## config.mk

```make
export PLATFORM = sky130hd
export DESIGN_NAME = can_frame_sequencer
export DESIGN_NICKNAME = d
export VERILOG_FILES = /design/src/rtl/can_pkg.sv /design/src/rtl/can_run_tracker.sv /design/src/rtl/can_frame_sequencer.sv
export SDC_FILE = /design/constraint.sdc
export NUM_CORES = 1
export LEC_CHECK = 0
export BUFFER_PORTS_ARGS = -buffer_cell sky130_fd_sc_hd__buf_2
export CAP_MARGIN = 20
export CORE_ASPECT_RATIO = 1.4
export CORE_MARGIN = 4
export CORE_UTILIZATION = 26
export DETAILED_ROUTE_END_ITERATION = 10
export PLACE_DENSITY = 0.47
export SLEW_MARGIN = 20
export SYNTH_ARGS = -nofsm -noshare
export SYNTH_HDL_FRONTEND = slang
export SYNTH_SLANG_ARGS = --single-unit
```

## constraint.sdc

```tcl
create_clock -name clock -period 2.3 [get_ports clock]
set_input_delay 0.46 -clock clock [delete_from_list [all_inputs] [get_ports clock]]
set_output_delay 0.46 -clock clock [all_outputs]
set_load 0.01 [all_outputs]
```

## src/rtl/can_pkg.sv

```systemverilog
// Shared types and constants for the CAN frame sequencer.
package can_pkg;

  // Field states; SOF is kept as an encoding but the SOF bit is consumed in IDLE/IFS.
  typedef enum logic [4:0] {
    S_IDLE     = 5'd0,
    S_SOF      = 5'd1,
    S_ID_A     = 5'd2,
    S_RTR_A    = 5'd3,
    S_IDE      = 5'd4,
    S_ID_B     = 5'd5,
    S_RTR_B    = 5'd6,
    S_R1       = 5'd7,
    S_R0       = 5'd8,
    S_DLC      = 5'd9,
    S_DATA     = 5'd10,
    S_CRC      = 5'd11,
    S_CRC_DEL  = 5'd12,
    S_ACK_SLOT = 5'd13,
    S_ACK_DEL  = 5'd14,
    S_EOF      = 5'd15,
    S_IFS      = 5'd16,
    S_ERROR    = 5'd17
  } state_t;

  localparam int ID_A_LEN = 11;
  localparam int ID_B_LEN = 18;
  localparam int DLC_LEN  = 4;
  localparam int CRC_LEN  = 15;
  localparam int EOF_LEN  = 7;
  localparam int IFS_LEN  = 3;

  // Number of data-field bits for a DLC value, with DLC clipped to max_bytes.
  function automatic logic [6:0] data_bits(input logic [3:0] dlc_val, input int max_bytes);
    int n;
    n = (int'(dlc_val) > max_bytes) ? max_bytes : int'(dlc_val);
    return 7'(n * 8);
  endfunction

endpackage

```

## src/rtl/can_run_tracker.sv

```systemverilog
// Tracks the run of equal bus bits and classifies the next bit as data, stuff or stuff error.
module can_run_tracker #(
  parameter int STUFF_LEN = 5
) (
  input  logic i_clock,
  input  logic i_reset,
  input  logic i_sp,
  input  logic i_bit,
  input  logic i_en,
  input  logic i_init,
  output logic o_is_stuff,
  output logic o_stuff_err,
  output logic o_will_pend
);
  localparam int RW = $clog2(STUFF_LEN + 1);

  logic          r_last;
  logic [RW-1:0] r_run;
  logic          r_pending;

  logic          w_same;
  logic [RW-1:0] w_run_inc;

  assign w_same    = (i_bit == r_last);
  assign w_run_inc = w_same ? (r_run + RW'(1)) : RW'(1);

  // A pending stuff bit must differ from the run; an equal bit is a stuff violation.
  assign o_is_stuff  = i_en && r_pending && !w_same;
  assign o_stuff_err = i_en && r_pending && w_same;
  // This bit, if accepted, completes a run and makes the next bit a stuff bit.
  assign o_will_pend = i_en && !r_pending && (w_run_inc == RW'(STUFF_LEN));

  // Run state update on each sample point; SOF reloads the run with one dominant bit.
  always_ff @(posedge i_clock) begin
    if (i_reset) begin
      r_last    <= 1'b0;
      r_run     <= '0;
      r_pending <= 1'b0;
    end else if (i_sp) begin
      if (i_init) begin
        r_last    <= 1'b0;
        r_run     <= RW'(1);
        r_pending <= 1'b0;
      end else if (i_en) begin
        if (r_pending) begin
          if (!w_same) begin
            r_last    <= i_bit;
            r_run     <= RW'(1);
            r_pending <= 1'b0;
          end
        end else begin
          r_last    <= i_bit;
          r_run     <= w_run_inc;
          r_pending <= (w_run_inc == RW'(STUFF_LEN));
        end
      end
    end
  end

endmodule

```

## src/rtl/can_frame_sequencer.sv

```systemverilog
// CAN 2.0A/B bit-level frame field sequencer with stuffing-window control.
module can_frame_sequencer
  import can_pkg::*;
#(
  parameter int STUFF_LEN      = 5,
  parameter int MAX_DATA_BYTES = 8,
  parameter int IDLE_BITS      = 11
) (
  input  logic        clock,
  input  logic        reset,
  input  logic        sp,
  input  logic        rx_bit,
  output logic        f_stf,
  output logic        bit_valid,
  output logic        stuff_bit,
  output logic        stuff_error,
  output logic        form_error,
  output logic        frame_done,
  output logic [4:0]  state,
  output logic [28:0] id,
  output logic        ide,
  output logic        rtr,
  output logic [3:0]  dlc,
  output logic        ack_ok
);
  localparam int EW = $clog2(IDLE_BITS + 1);
  localparam logic [5:0] ID_A_LAST = 6'(ID_A_LEN - 1);
  localparam logic [5:0] ID_B_LAST = 6'(ID_B_LEN - 1);
  localparam logic [5:0] DLC_LAST  = 6'(DLC_LEN - 1);
  localparam logic [5:0] CRC_LAST  = 6'(CRC_LEN - 1);
  localparam logic [5:0] EOF_LAST  = 6'(EOF_LEN - 1);
  localparam logic [5:0] IFS_LAST  = 6'(IFS_LEN - 1);

  state_t        r_state;
  logic [5:0]    r_cnt;
  logic [EW-1:0] r_err_cnt;
  logic          r_crc_tail;
  logic          r_f_stf;
  logic          r_bit_valid, r_stuff_bit, r_stuff_error, r_form_error, r_frame_done;
  logic [28:0]   r_id;
  logic          r_ide, r_rtr, r_ack_ok;
  logic [3:0]    r_dlc;

  logic          w_win, w_sof, w_is_stuff, w_stuff_err, w_will_pend;
  logic [3:0]    w_dlc_shift;
  logic [6:0]    w_data_bits, w_dlc_bits;

  // Stuffing window covers every field from the first ID bit through the CRC (and its trailing stuff bit).
  always_comb begin
    w_win = 1'b0;
    case (r_state)
      S_ID_A, S_RTR_A, S_IDE, S_ID_B, S_RTR_B, S_R1, S_R0, S_DLC, S_DATA, S_CRC: w_win = 1'b1;
      default: w_win = 1'b0;
    endcase
  end

  assign w_sof       = sp && !rx_bit && ((r_state == S_IDLE) || ((r_state == S_IFS) && (r_cnt == IFS_LAST)));
  assign w_dlc_shift = {r_dlc[2:0], rx_bit};
  assign w_data_bits = data_bits(r_dlc, MAX_DATA_BYTES);
  assign w_dlc_bits  = data_bits(w_dlc_shift, MAX_DATA_BYTES);

  can_run_tracker #(.STUFF_LEN(STUFF_LEN)) u_run (
    .i_clock     (clock),
    .i_reset     (reset),
    .i_sp        (sp),
    .i_bit       (rx_bit),
    .i_en        (w_win),
    .i_init      (w_sof),
    .o_is_stuff  (w_is_stuff),
    .o_stuff_err (w_stuff_err),
    .o_will_pend (w_will_pend)
  );

  // Field FSM: advances on sample points, registers pulses, header fields and window control.
  always_ff @(posedge clock) begin
    if (reset) begin
      r_state       <= S_IDLE;
      r_cnt         <= '0;
      r_err_cnt     <= '0;
      r_crc_tail    <= 1'b0;
      r_f_stf       <= 1'b1;
      r_bit_valid   <= 1'b0;
      r_stuff_bit   <= 1'b0;
      r_stuff_error <= 1'b0;
      r_form_error  <= 1'b0;
      r_frame_done  <= 1'b0;
      r_id          <= '0;
      r_ide         <= 1'b0;
      r_rtr         <= 1'b0;
      r_dlc         <= '0;
      r_ack_ok      <= 1'b0;
    end else begin
      r_bit_valid   <= 1'b0;
      r_stuff_bit   <= 1'b0;
      r_stuff_error <= 1'b0;
      r_form_error  <= 1'b0;
      r_frame_done  <= 1'b0;
      if (w_sof) begin
        // Start of frame from IDLE or the last IFS bit: clear the header and open the window.
        r_state    <= S_ID_A;
        r_cnt      <= '0;
        r_crc_tail <= 1'b0;
        r_f_stf    <= 1'b0;
        r_id       <= '0;
        r_ide      <= 1'b0;
        r_rtr      <= 1'b0;
        r_dlc      <= '0;
        r_ack_ok   <= 1'b0;
      end else if (sp) begin
        if (w_win) begin
          if (w_stuff_err) begin
            r_stuff_error <= 1'b1;
            r_state       <= S_ERROR;
            r_f_stf       <= 1'b1;
            r_err_cnt     <= '0;
            r_crc_tail    <= 1'b0;
          end else if (w_is_stuff) begin
            r_stuff_bit <= 1'b1;
            if (r_crc_tail) begin
              r_state    <= S_CRC_DEL;
              r_f_stf    <= 1'b1;
              r_crc_tail <= 1'b0;
              r_cnt      <= '0;
            end
          end else begin
            r_bit_valid <= 1'b1;
            r_cnt       <= r_cnt + 6'd1;
            case (r_state)
              S_ID_A: begin
                r_id[28:18] <= {r_id[27:18], rx_bit};
                if (r_cnt == ID_A_LAST) begin
                  r_state <= S_RTR_A;
                  r_cnt   <= '0;
                end
              end
              S_RTR_A: begin
                // Holds SRR for extended frames until RTR_B overwrites it.
                r_rtr   <= rx_bit;
                r_state <= S_IDE;
                r_cnt   <= '0;
              end
              S_IDE: begin
                r_ide   <= rx_bit;
                r_state <= rx_bit ? S_ID_B : S_R0;
                r_cnt   <= '0;
              end
              S_ID_B: begin
                r_id[17:0] <= {r_id[16:0], rx_bit};
                if (r_cnt == ID_B_LAST) begin
                  r_state <= S_RTR_B;
                  r_cnt   <= '0;
                end
              end
              S_RTR_B: begin
                r_rtr   <= rx_bit;
                r_state <= S_R1;
                r_cnt   <= '0;
              end
              S_R1: begin
                r_state <= S_R0;
                r_cnt   <= '0;
              end
              S_R0: begin
                r_state <= S_DLC;
                r_cnt   <= '0;
              end
              S_DLC: begin
                r_dlc <= w_dlc_shift;
                if (r_cnt == DLC_LAST) begin
                  r_state <= (r_rtr || (w_dlc_bits == 7'd0)) ? S_CRC : S_DATA;
                  r_cnt   <= '0;
                end
              end
              S_DATA: begin
                if ({1'b0, r_cnt} == (w_data_bits - 7'd1)) begin
                  r_state <= S_CRC;
                  r_cnt   <= '0;
                end
              end
              S_CRC: begin
                if (r_cnt == CRC_LAST) begin
                  r_cnt <= r_cnt;
                  if (w_will_pend) begin
                    // Last CRC bit closed a run: wait for its stuff bit before the delimiter.
                    r_crc_tail <= 1'b1;
                  end else begin
                    r_state <= S_CRC_DEL;
                    r_f_stf <= 1'b1;
                    r_cnt   <= '0;
                  end
                end
              end
              default: ;
            endcase
          end
        end else begin
          case (r_state)
            S_CRC_DEL, S_ACK_DEL: begin
              if (rx_bit) begin
                r_bit_valid <= 1'b1;
                r_state     <= (r_state == S_CRC_DEL) ? S_ACK_SLOT : S_EOF;
                r_cnt       <= '0;
              end else begin
                r_form_error <= 1'b1;
                r_state      <= S_ERROR;
                r_err_cnt    <= '0;
              end
            end
            S_ACK_SLOT: begin
              r_bit_valid <= 1'b1;
              r_ack_ok    <= ~rx_bit;
              r_state     <= S_ACK_DEL;
              r_cnt       <= '0;
            end
            S_EOF: begin
              if (rx_bit) begin
                r_bit_valid <= 1'b1;
                if (r_cnt == EOF_LAST) begin
                  r_frame_done <= 1'b1;
                  r_state      <= S_IFS;
                  r_cnt        <= '0;
                end else begin
                  r_cnt <= r_cnt + 6'd1;
                end
              end else begin
                r_form_error <= 1'b1;
                r_state      <= S_ERROR;
                r_err_cnt    <= '0;
              end
            end
            S_IFS: begin
              // A dominant last IFS bit is handled as SOF above; earlier ones are form errors.
              if (rx_bit) begin
                r_bit_valid <= 1'b1;
                if (r_cnt == IFS_LAST) begin
                  r_state <= S_IDLE;
                  r_cnt   <= '0;
                end else begin
                  r_cnt <= r_cnt + 6'd1;
                end
              end else begin
                r_form_error <= 1'b1;
                r_state      <= S_ERROR;
                r_err_cnt    <= '0;
              end
            end
            S_ERROR: begin
              if (!rx_bit) begin
                r_err_cnt <= '0;
              end else if (r_err_cnt == EW'(IDLE_BITS - 1)) begin
                r_state   <= S_IDLE;
                r_err_cnt <= '0;
              end else begin
                r_err_cnt <= r_err_cnt + EW'(1);
              end
            end
            S_IDLE: ;
            default: begin
              r_state <= S_IDLE;
              r_f_stf <= 1'b1;
            end
          endcase
        end
      end
    end
  end

  assign f_stf       = r_f_stf;
  assign bit_valid   = r_bit_valid;
  assign stuff_bit   = r_stuff_bit;
  assign stuff_error = r_stuff_error;
  assign form_error  = r_form_error;
  assign frame_done  = r_frame_done;
  assign state       = r_state;
  assign id          = r_id;
  assign ide         = r_ide;
  assign rtr         = r_rtr;
  assign dlc         = r_dlc;
  assign ack_ok      = r_ack_ok;

endmodule

```

==> impl_metrics.yaml, run 1 <==
clocking:
  cts.reportedPaths.clkPinSlew_ns: 0.06
  clock_tree.root_cell: "clkbuf_16"
  clock_latency_ns: 0.34
  clock_tree.htree_level_count: 3
  cts.path.max_buffers: 2
  total_cts_buffers: 9
  tritoncts_num_sinks: 63
  cts_tree: "yes"
  cts-hold-fix-buffers: 0
drt:
  first_pass_iters: 4
  mean_routed_wirelength_per_cell_um: 15.01
  drt.antenna.violating_nets: 0
  post_drt_via_cell_ratio: 4.951
  routed-via-count: 3718
  drt-total-wl_mm: 11.28
  drt_first_iter_violations: 197
  drc: 0
global_routing:
  grt.total_usage: 0.1488
  globalRouteOverflowTotal: 0
  antenna_violations_before_repair: 0
  grt_pass1_vias: 3711
  global_route_wire_length_before_repair_mm: 18.55
  largest_net_degree_at_the_start_of_global_routing: 24
worst_setup_path:
  critical-path-slowest-cell: "or3b_4"
  worst_setup_path_end_kind: "flop"
  worstSetupStartpoint: "r_cnt[0]"
  worst_path_dominant_cell_family: "simple AND/OR/NAND/NOR gates"
  worst_path_arrival_ns: 2.56
  worst_r2r_path_depth: 9
  cp-start-kind: "flop"
  worst_path_largest_cell_delay_ns: 0.40
  worst-path-stages: 9
  crit_path_max_fanout: 6
  cp.buffers_inverters: 1
  critPathKind: "reg2reg"
  path_cells: "inv_2 > ha_4 > or3b_4 > nor2_4 > a32oi_2 > a221o_1 > nand3b_4 > or3_1 > a21oi_2"
  crit_required_ns: 2.57
  r2r_start: "r_cnt[0]"
  endpoint_of_the_worst_register_to_register_path: "state[4]"
  r2r_slack_ns: 0.004
finish:
  filler_cell_count: 1388
  final_nets: 579
  drive_above_1_share: 0.3264
  area.growth.synth_to_final_pct: 41.71
  insertedDiodeCount: 0
synthesis:
  yosysTopAreaCellShare: 0.3618
  syn_area_per_cell_um2: 7.628
  syn-instance-count: 457
  ys_seq_area_frac: 0.3618
  synth.yosys.warnings: 0
  ys_seq_elements: 63
  synth_enable_flop_cells: 0
  ys.flop_type: "dfxtp_1"
  post_synthesis_instance_area_mm2: 0.003486
  synth_largest_area_cell: "dfxtp_1"
  synth_commonest_cells: "nand2_1 (68), dfxtp_1 (63), a21oi_1 (52), nor2_1 (51), o21ai_0 (20)"
  synth.distinct_cells: 58
  synthesis.nets: 468
  synth_async_sr_flop_share: 0
  most_area_consuming_cells_after_synthesis: "dfxtp_1 (36%), a21oi_1 (7.5%), nand2_1 (7.3%)"
  most_frequently_used_cell_type_in_the_post_synthesis_netlist: "nand2_1"
outcome:
  run_status: "completed"
floorplanning:
  die_height_um: 145.0
  die-area_mm2: 0.01535
  placeableCoreArea_mm2: 0.01300
  initial_core_util: 0.2682
  die_width_um: 105.9
  top_level_ports: 51
  placement_rows: 49
power_and_ir_drop:
  ir_drop_uv: 427.0
  power-per-cell-area_mw_per_mm2: 574.4
  p_leak_nw: 1.908
  totalPowerFinal_mw: 2.837
placement:
  detailedPlace.worstSlack_ns: -0.08863
  detailed_place_hpwl_mm: 8.452
  placement.io_buffers: 50
  gp_congestion: 0.9091
min_path:
  holdCritStartpoint: "id[17]"
  hold_path_depth: 2
  min_delay_worst_endpoint: "id[17]"
  min-delay-path-class: "reg2reg"
sta:
  setup-violations-final: 0
  drv_slew: 0
  worst_slack_ns: 0.004114
  final_min_period_over_clock_period: 0.9982
  fin_tns_setup_ns: 0
  maximum_clock_rate_mhz: 435.6
  hold_violations: 0
  rsz0062_at_grt: "yes"
  fin_skew_ns: 0.008499
  worst_slew_pin_slew_ns: 0.4707
  finalWorstPathRequiredPeriod_ns: 2.296
  maxSlewHeadroom: 0.6833
run:
  max_cap_viol_count: 0
cell type report:
type	instances	area, um2	share of cell area
clock buffers	9	225.2	0.04559
clock inverters	7	102.6	0.02077
inverters	12	45.04	0.009119
multi-input cells	351	2166	0.4385
flip-flops and latches	63	1270	0.2571
well taps	178	222.7	0.04509
repair buffers	131	908.4	0.1839
worst max-delay path by stage:
| stage | slack, ns | end |
|---|---|---|
| after global placement | -0.08 | state[0] |
| final | 0.004 | state[4] |
| after CTS | -0.001 | state[2] |
| after floorplan | 0.01 | r_err_cnt[1] |
| after detailed placement | -0.09 | state[0] |
| after global routing | -0.06 | state[1] |
report_power, final:
| part | leakage [nW] | internal (mW) | total, mW | switching, mW |
|---|---|---|---|---|
| Clock | 0.157 | 0.962 | 1.52 | 0.560 |
| Sequential | 0.511 | 1.10 | 1.10 | 0.00578 |
| Combinational | 1.24 | 0.0925 | 0.213 | 0.120 |
worst reg2reg max path, cell delays in order, from the launching register on:
cell	delay, ns
dfxtp_2	0.33
inv_2	0.06
ha_4	0.12
or3b_4	0.40
nor2_4	0.09
a32oi_2	0.13
a221o_1	0.38
nand3b_4	0.19
or3_1	0.38
a21oi_2	0.13
cell usage in the layout (no fill, tap or decap), types with 5 or more instances in the layout:
cell        n
clkbuf_16   9
a21oi_1    50
nor2b_1     5
nor3_1     11
ha_1        6
inv_1       9
o21ai_0    17
dfxtp_1    56
nand2_1    67
nand3_1     8
a31oi_1     9
or3_1      10
nor2_1     50
buf_4      77
and2_1      5
nand3b_1    5
mux2i_1    18
nand4_1     6
dfxtp_2     7
buf_2      50
metal layers:
metal,track usage,share of wire
met1,0.1703,0.43
met2,0.2625,0.49
met4,0.06351,0.035
met5,0,0
met3,0.03467,0.051
what timing repair did:
item	4_1_cts	5_1_grt
pin swaps	4	12
gates resized for setup	11	24
hold endpoints to repair	0	0
buffers inserted	2	5
endpoints found under the setup margin	7	49
sequential cells by signal (all words and copies together), names as in the netlist, 3 cells and up:
signal	count
dlc	4
state	5
r_cnt	6
r_err_cnt	4
u_run.r_run	3
id	29
logic make-up (layout without fill, tap and decap cells):
group | count (synthesis) | in the layout | share of synthesized area
simple gates | 200 | 200 | 0.2785
compound gates | 117 | 117 | 0.2039
flops | 63 | 63 | 0.3618
buf+inv | 43 | 159 | 0.05420
mux | 21 | 21 | 0.06138
fa+ha+maj | 7 | 7 | 0.02512
xor+xnor | 6 | 6 | 0.01508
per-stage QoR:
step           utilization  cell area, um2  instances  hold WS [ns]
2_1_floorplan            -            3491        457        0.4631
3_3_place_gp        0.3405            4425        728        0.4448
3_5_place_dp        0.3405            4425        728        0.4479
4_1_cts             0.3695            4802        746        0.4564
5_1_grt             0.3801            4940        751        0.4714
6_report            0.3801            4940        751        0.4513
No activity file was read; power rests on OpenSTA's default activity.
==> run 2, diff against run 1 <==
GPL_TIMING_DRIVEN = 0   (was default)
==> impl_metrics.yaml, run 2 (synthesis results as in run 1) <==
outcome:
  run_status: "finished with violations"
  violated_checks: "negative setup slack"
sta:
  setup-violations-final: 3
  worst_slack_ns: -0.09503
  maxSlewHeadroom: 0.5666
  fin_tns_setup_ns: -0.1022
  rsz0062_at_grt: "yes"
  finalWorstPathRequiredPeriod_ns: 2.395
  fin_skew_ns: 0.01183
  hold_violations: 0
  maximum_clock_rate_mhz: 417.5
  worst_slew_pin_slew_ns: 0.6502
  hold_slack_ns: 0.4596
  final_min_period_over_clock_period: 1.041
  drv_slew: 0
clocking:
  clock_tree.root_cell: "clkbuf_16"
  clock_latency_ns: 0.34
  tritoncts_num_sinks: 63
  clock_tree.htree_level_count: 3
  cts.reportedPaths.clkPinSlew_ns: 0.07
  cts.path.max_buffers: 2
  cts-hold-fix-buffers: 0
  total_cts_buffers: 9
  cts_tree: "yes"
worst_setup_path:
  r2r_slack_ns: -0.1
  endpoint_of_the_worst_register_to_register_path: "state[1]"
  r2r_start: "r_cnt[1]"
  worst_r2r_path_depth: 8
  crit_path_max_fanout: 5
  crit_required_ns: 2.56
  critPathKind: "reg2reg"
  cp-start-kind: "flop"
  worst_path_arrival_ns: 2.65
  worst_setup_path_end_kind: "flop"
finish:
  drive_above_1_share: 0.2884
  most_frequent_standard_cell_in_the_layout_excluding_fill_and_tap_cells: "nand2_1"
  max_ffs_per_register: 29
  final_nets: 540
  finalCoreUtilization: 0.3590
  mostFrequentLayoutCells: "nand2_1 (67), buf_2 (58), dfxtp_1 (55), a21oi_1 (49), nor2_1 (46)"
  filler_cell_count: 1449
  area.growth.synth_to_final_pct: 33.85
  insertedDiodeCount: 0
global_routing:
  grt_pass1_vias: 3562
  global_route_wire_length_before_repair_mm: 18.21
  grtUsageMet2: 0.2433
  globalRouteMet3Util: 0.03867
  globalRouteOverflowTotal: 0
  met1_usage_grt: 0.1721
  largest_net_degree_at_the_start_of_global_routing: 14
  grt.total_usage: 0.1465
  antenna_violations_before_repair: 0
  busiest_layer: "met2"
min_path:
  min-delay-path-class: "reg2reg"
  holdCritStartpoint: "id[12]"
  hold_path_depth: 2
  min_delay_worst_endpoint: "id[13]"
placement:
  detailed_place_hpwl_mm: 8.167
  gp_congestion: 0.9107
  placement.io_buffers: 50
power_and_ir_drop:
  power_switching_share: 0.2424
  internal_power_component_mw: 2.126
  switchingPower_mw: 0.6802
  p_leak_nw: 1.706
  ir_drop_uv: 355.5
  power.share.sequential: 0.391
  share_clk_of_total_power: 0.538
  power-per-cell-area_mw_per_mm2: 601.4
  power_frac_comb: 0.070
drt:
  drt-total-wl_mm: 11.52
  first_pass_iters: 5
  drc: 0
  drt_first_iter_violations: 333
  mean_routed_wirelength_per_cell_um: 16.18
  routed-via-count: 3708
  drt.antenna.violating_nets: 0
  post_drt_via_cell_ratio: 5.208
floorplanning:
  die_width_um: 105.9
  die_height_um: 145.0
  placement_rows: 49
  die-area_mm2: 0.01535
  top_level_ports: 51
  initial_core_util: 0.2682
  placeableCoreArea_mm2: 0.01300
run:
  max_cap_viol_count: 0
==> run 2: changes by cell type in the layout (fill, tap and decap cells not counted), sizes merged <==
cell / previous run / this run
buf: 131 / 80
clkbuf: 9 / 21
==> run 2: area by class of cell <==
class                      instances  area [um2]  area share
timing repair buffer              63       352.8     0.07562
sequential                        63        1281      0.2746
inverter                          12       45.04    0.009654
buffer                            29       192.7     0.04130
clock buffer                       9       225.2     0.04827
tap                              178       222.7     0.04773
multi-input combinational        351        2243      0.4808
clock inverter                     7       102.6     0.02199
==> run 2: critical path, stage by stage, from the launching register on <==
cell	delay [ns]
dfxtp_4	0.38
ha_4	0.14
or3b_4	0.40
nor2_4	0.09
a32oi_2	0.13
a221o_1	0.40
buf_6	0.13
a2111oi_4	0.40
mux2i_1	0.23
==> run 2: repair_timing <==
| item | in CTS | in global routing |
|---|---|---|
| resized for setup | 44 | 48 |
| endpoints found under the setup margin | 57 | 44 |
| pin swaps | 13 | 14 |
| buffers inserted | 7 | 5 |
| cloned | 0 | 1 |
==> run 2: stage by stage <==
step / cell area [um2] / worst slack (ns) / instances / power, mW
finish: 4666 / -0.09503 / 712 / 2.806
global placement: 3964 / -0.6257 / 685 / 1.283
global route: 4666 / -0.1500 / 712 / 2.909
detailed placement: 3964 / -0.5606 / 685 / 1.283
floorplan: 3491 / 0.01192 / 457 / 1.228
CTS: 4499 / -0.1497 / 706 / 2.831
==> run 2: power by group through the flow <==
stage / Combinational [mW] / Clock, mW / Sequential [mW]
floorplan: 0.102 / 0 / 1.13
global placement: 0.158 / 0 / 1.13
detailed placement: 0.157 / 0 / 1.13
CTS: 0.178 / 1.55 / 1.10
global route: 0.212 / 1.60 / 1.10
finish: 0.198 / 1.51 / 1.10
==> run 2: how the worst max path moves through the flow <==
stage / from / to / slack [ns]
3_3_place_gp: state[1] / state[1] / -0.63
2_1_floorplan: state[2] / r_err_cnt[1] / 0.01
5_1_grt: dlc[1] / state[1] / -0.15
6_report: r_cnt[1] / state[1] / -0.1
3_5_place_dp: r_cnt[0] / state[1] / -0.56
4_1_cts: dlc[0] / state[1] / -0.15
==> run 2: per-layer routing <==
layer / part of all wire / vias up
met1: 0.42 / 1763
met4: 0.040 / 0
li1: - / 1762
met2: 0.48 / 146
met3: 0.063 / 37
met5: 0 / -
==> run 3, diff against run 2 <==
ABC_AREA = 1   (was default)
==> impl_metrics.yaml, run 3 <==
finish:
  final_nets: 609
  multiInputGateArea_mm2: 0.001951
  max_ffs_per_register: 29
  most_frequent_standard_cell_in_the_layout_excluding_fill_and_tap_cells: "nand2_1"
  area.growth.synth_to_final_pct: 22.43
  filler_cell_count: 1476
  finalCoreUtilization: 0.3294
  drive_above_1_share: 0.1944
  mostFrequentLayoutCells: "nand2_1 (120), nor2_1 (95), dfxtp_1 (63), buf_2 (54)"
  sequential_cell_area_mm2: 0.001261
  insertedDiodeCount: 0
sta:
  worst_slew_pin_slew_ns: 0.7088
  maxSlewHeadroom: 0.5275
  fin_skew_ns: 0.007882
  rsz0062_at_grt: "no"
  final_min_period_over_clock_period: 0.8967
  hold_violations: 0
  setup-violations-final: 0
  drv_slew: 0
  fin_tns_setup_ns: 0
  finalWorstPathRequiredPeriod_ns: 2.062
  maximum_clock_rate_mhz: 484.9
worst_setup_path:
  capture_point_of_the_critical_path: "r_err_cnt[0]"
  crit_path_max_fanout: 7
  worst_setup_path_end_kind: "flop"
  worst_path_arrival_ns: 2.28
  endpoint_of_the_worst_register_to_register_path: "r_err_cnt[0]"
  cp-start-kind: "flop"
  critPathKind: "reg2reg"
  r2r_start: "state[1]"
  worst_r2r_path_depth: 11
  crit_required_ns: 2.52
  worstSetupStartpoint: "state[1]"
  r2r_slack_ns: 0.24
global_routing:
  grt.total_usage: 0.1427
  global_route_wire_length_before_repair_mm: 17.66
  globalRouteOverflowTotal: 0
  grt_pass1_vias: 3479
  antenna_violations_before_repair: 0
  largest_net_degree_at_the_start_of_global_routing: 11
synthesis:
  synth.distinct_cells: 34
  ys_seq_elements: 63
  post_synthesis_instance_area_mm2: 0.003497
  synth.yosys.warnings: 0
  ys_seq_area_frac: 0.3606
  synth_commonest_cells: "nand2_1 (120), nor2_1 (95), dfxtp_1 (63), inv_1 (42), o21ai_0 (42)"
  synth_enable_flop_cells: 0
  ys.flop_type: "dfxtp_1"
  syn-instance-count: 538
  most_frequently_used_cell_type_in_the_post_synthesis_netlist: "nand2_1"
  syn_area_per_cell_um2: 6.500
  synth_async_sr_flop_share: 0
  synth_largest_area_cell: "dfxtp_1"
  synthesis.nets: 549
  most_area_consuming_cells_after_synthesis: "dfxtp_1 (36%), nand2_1 (13%), nor2_1 (10%)"
  yosysTopAreaCellShare: 0.3606
drt:
  drt.antenna.violating_nets: 0
  mean_routed_wirelength_per_cell_um: 13.90
  post_drt_via_cell_ratio: 4.758
  routed-via-count: 3711
  drc: 0
  first_pass_iters: 5
  drt_first_iter_violations: 351
  met3RoutedLength_um: 553
  detail_route.wirelength.met1_mm: 4.741
  dr.max_layer_used: "met4"
  drt-total-wl_mm: 10.84
  met2_length_mm: 5.136
run:
  max_cap_viol_count: 0
placement:
  gp_congestion: 0.9148
  detailed_place_hpwl_mm: 8.293
  placement.io_buffers: 49
power_and_ir_drop:
  internal_power_component_mw: 2.596
  switchingPower_mw: 1.551
  p_leak_nw: 2.055
  ir_drop_uv: 423.9
  power_frac_comb: 0.318
  share_clk_of_total_power: 0.346
  power.share.sequential: 0.336
  power-per-cell-area_mw_per_mm2: 968.7
  power_switching_share: 0.3740
clocking:
  cts_tree: "yes"
  clock_latency_ns: 0.33
  cts-hold-fix-buffers: 0
  cts.path.max_buffers: 2
  tritoncts_num_sinks: 63
  total_cts_buffers: 9
  cts.reportedPaths.clkPinSlew_ns: 0.06
  clock_tree.root_cell: "clkbuf_16"
  clock_tree.htree_level_count: 3
floorplanning:
  placement_rows: 49
  die_width_um: 106.0
  initial_core_util: 0.2691
  die_height_um: 145.2
  top_level_ports: 51
  die-area_mm2: 0.01540
  placeableCoreArea_mm2: 0.01300
min_path:
  min-delay-path-class: "in2reg"
outcome:
  run_status: "completed"
## run 3: cell types whose count changed after synthesis, moves of 22 or more
cell	delta
nand2_1	+52
nor2_1	+44
nand3_1	+32
inv_1	+31
a21oi_1	-22
o21ai_0	+22
## run 3: worst max-delay path, stage by stage, from the launching register on
cell	delay, ns
dfxtp_1	0.47
nand2_1	0.13
nor2_1	0.29
nand2_2	0.12
inv_1	0.17
nor2_1	0.10
nand2_1	0.10
nand2_1	0.07
nand3_1	0.14
nand2_1	0.14
o21ai_0	0.17
nor2_1	0.05
## run 3: what timing repair did
| action | in CTS | in global routing |
|---|---|---|
| resized for setup | 0 | 6 |
| setup endpoints to repair | 0 | 24 |
| setup buffers | 0 | 0 |
## run 3: worst min-delay path by stage
stage | from | cells past startpoint | to
floorplan | u_run.r_run[2] | 2 | u_run.r_run[2]
global placement | id[28] | 2 | id[28]
detailed placement | id[28] | 2 | id[28]
CTS | reset | 2 | u_run.r_run[0]
global route | reset | 2 | u_run.r_run[0]
finish | reset | 2 | u_run.r_run[0]
## run 3: power by group through the flow
| stage | logic (mW) | clock network, mW | registers (mW) |
|---|---|---|---|
| after global placement | 1.29 | 0 | 1.41 |
| after global routing | 1.48 | 1.53 | 1.42 |
| after detailed placement | 1.31 | 0 | 1.42 |
| after floorplan | 0.951 | 0 | 1.38 |
| final | 1.32 | 1.44 | 1.39 |
| after CTS | 1.31 | 1.47 | 1.40 |
## run 3: final cells by class
type	count	area share
timing repair buffer	49	0.05728
clock buffer	11	0.05669
clock inverter	4	0.01636
tap	178	0.05202
sequential	63	0.2946
multi-input combinational	406	0.4556
inverter	54	0.04734
buffer	15	0.02016
## run 3: cells by family (layout without fill, tap and decap cells)
logic type / Yosys count / count (layout) / share of synthesized area
fa+ha+maj: 7 / 7 / 0.02504
simple gates: 308 / 308 / 0.3900
compound gates: 87 / 87 / 0.1327
buf+inv: 69 / 133 / 0.08157
flops: 63 / 63 / 0.3606
xor+xnor: 4 / 4 / 0.01002
## run 3: layer usage
metal / vias to the layer above / global-route usage
li1: 1873 / -
met1: 1708 / 0.1740
met3: 27 / 0.02933
met5: - / 0
met4: 0 / 0.07777
met2: 103 / 0.2337
## run 3: through the flow
stage / std cells / setup WS [ns] / power [mW] / hold WS (ns) / instance area [um2]
after floorplan: 538 / 0.6215 / 2.334 / 0.4436 / 3497
after CTS: 780 / 0.07474 / 4.180 / 0.3791 / 4278
after detailed placement: 765 / 0.09413 / 2.725 / 0.4575 / 3965
final: 780 / 0.2376 / 4.147 / 0.3812 / 4282
after global routing: 780 / 0.02851 / 4.437 / 0.3915 / 4282
after global placement: 765 / 0.07417 / 2.707 / 0.4488 / 3965
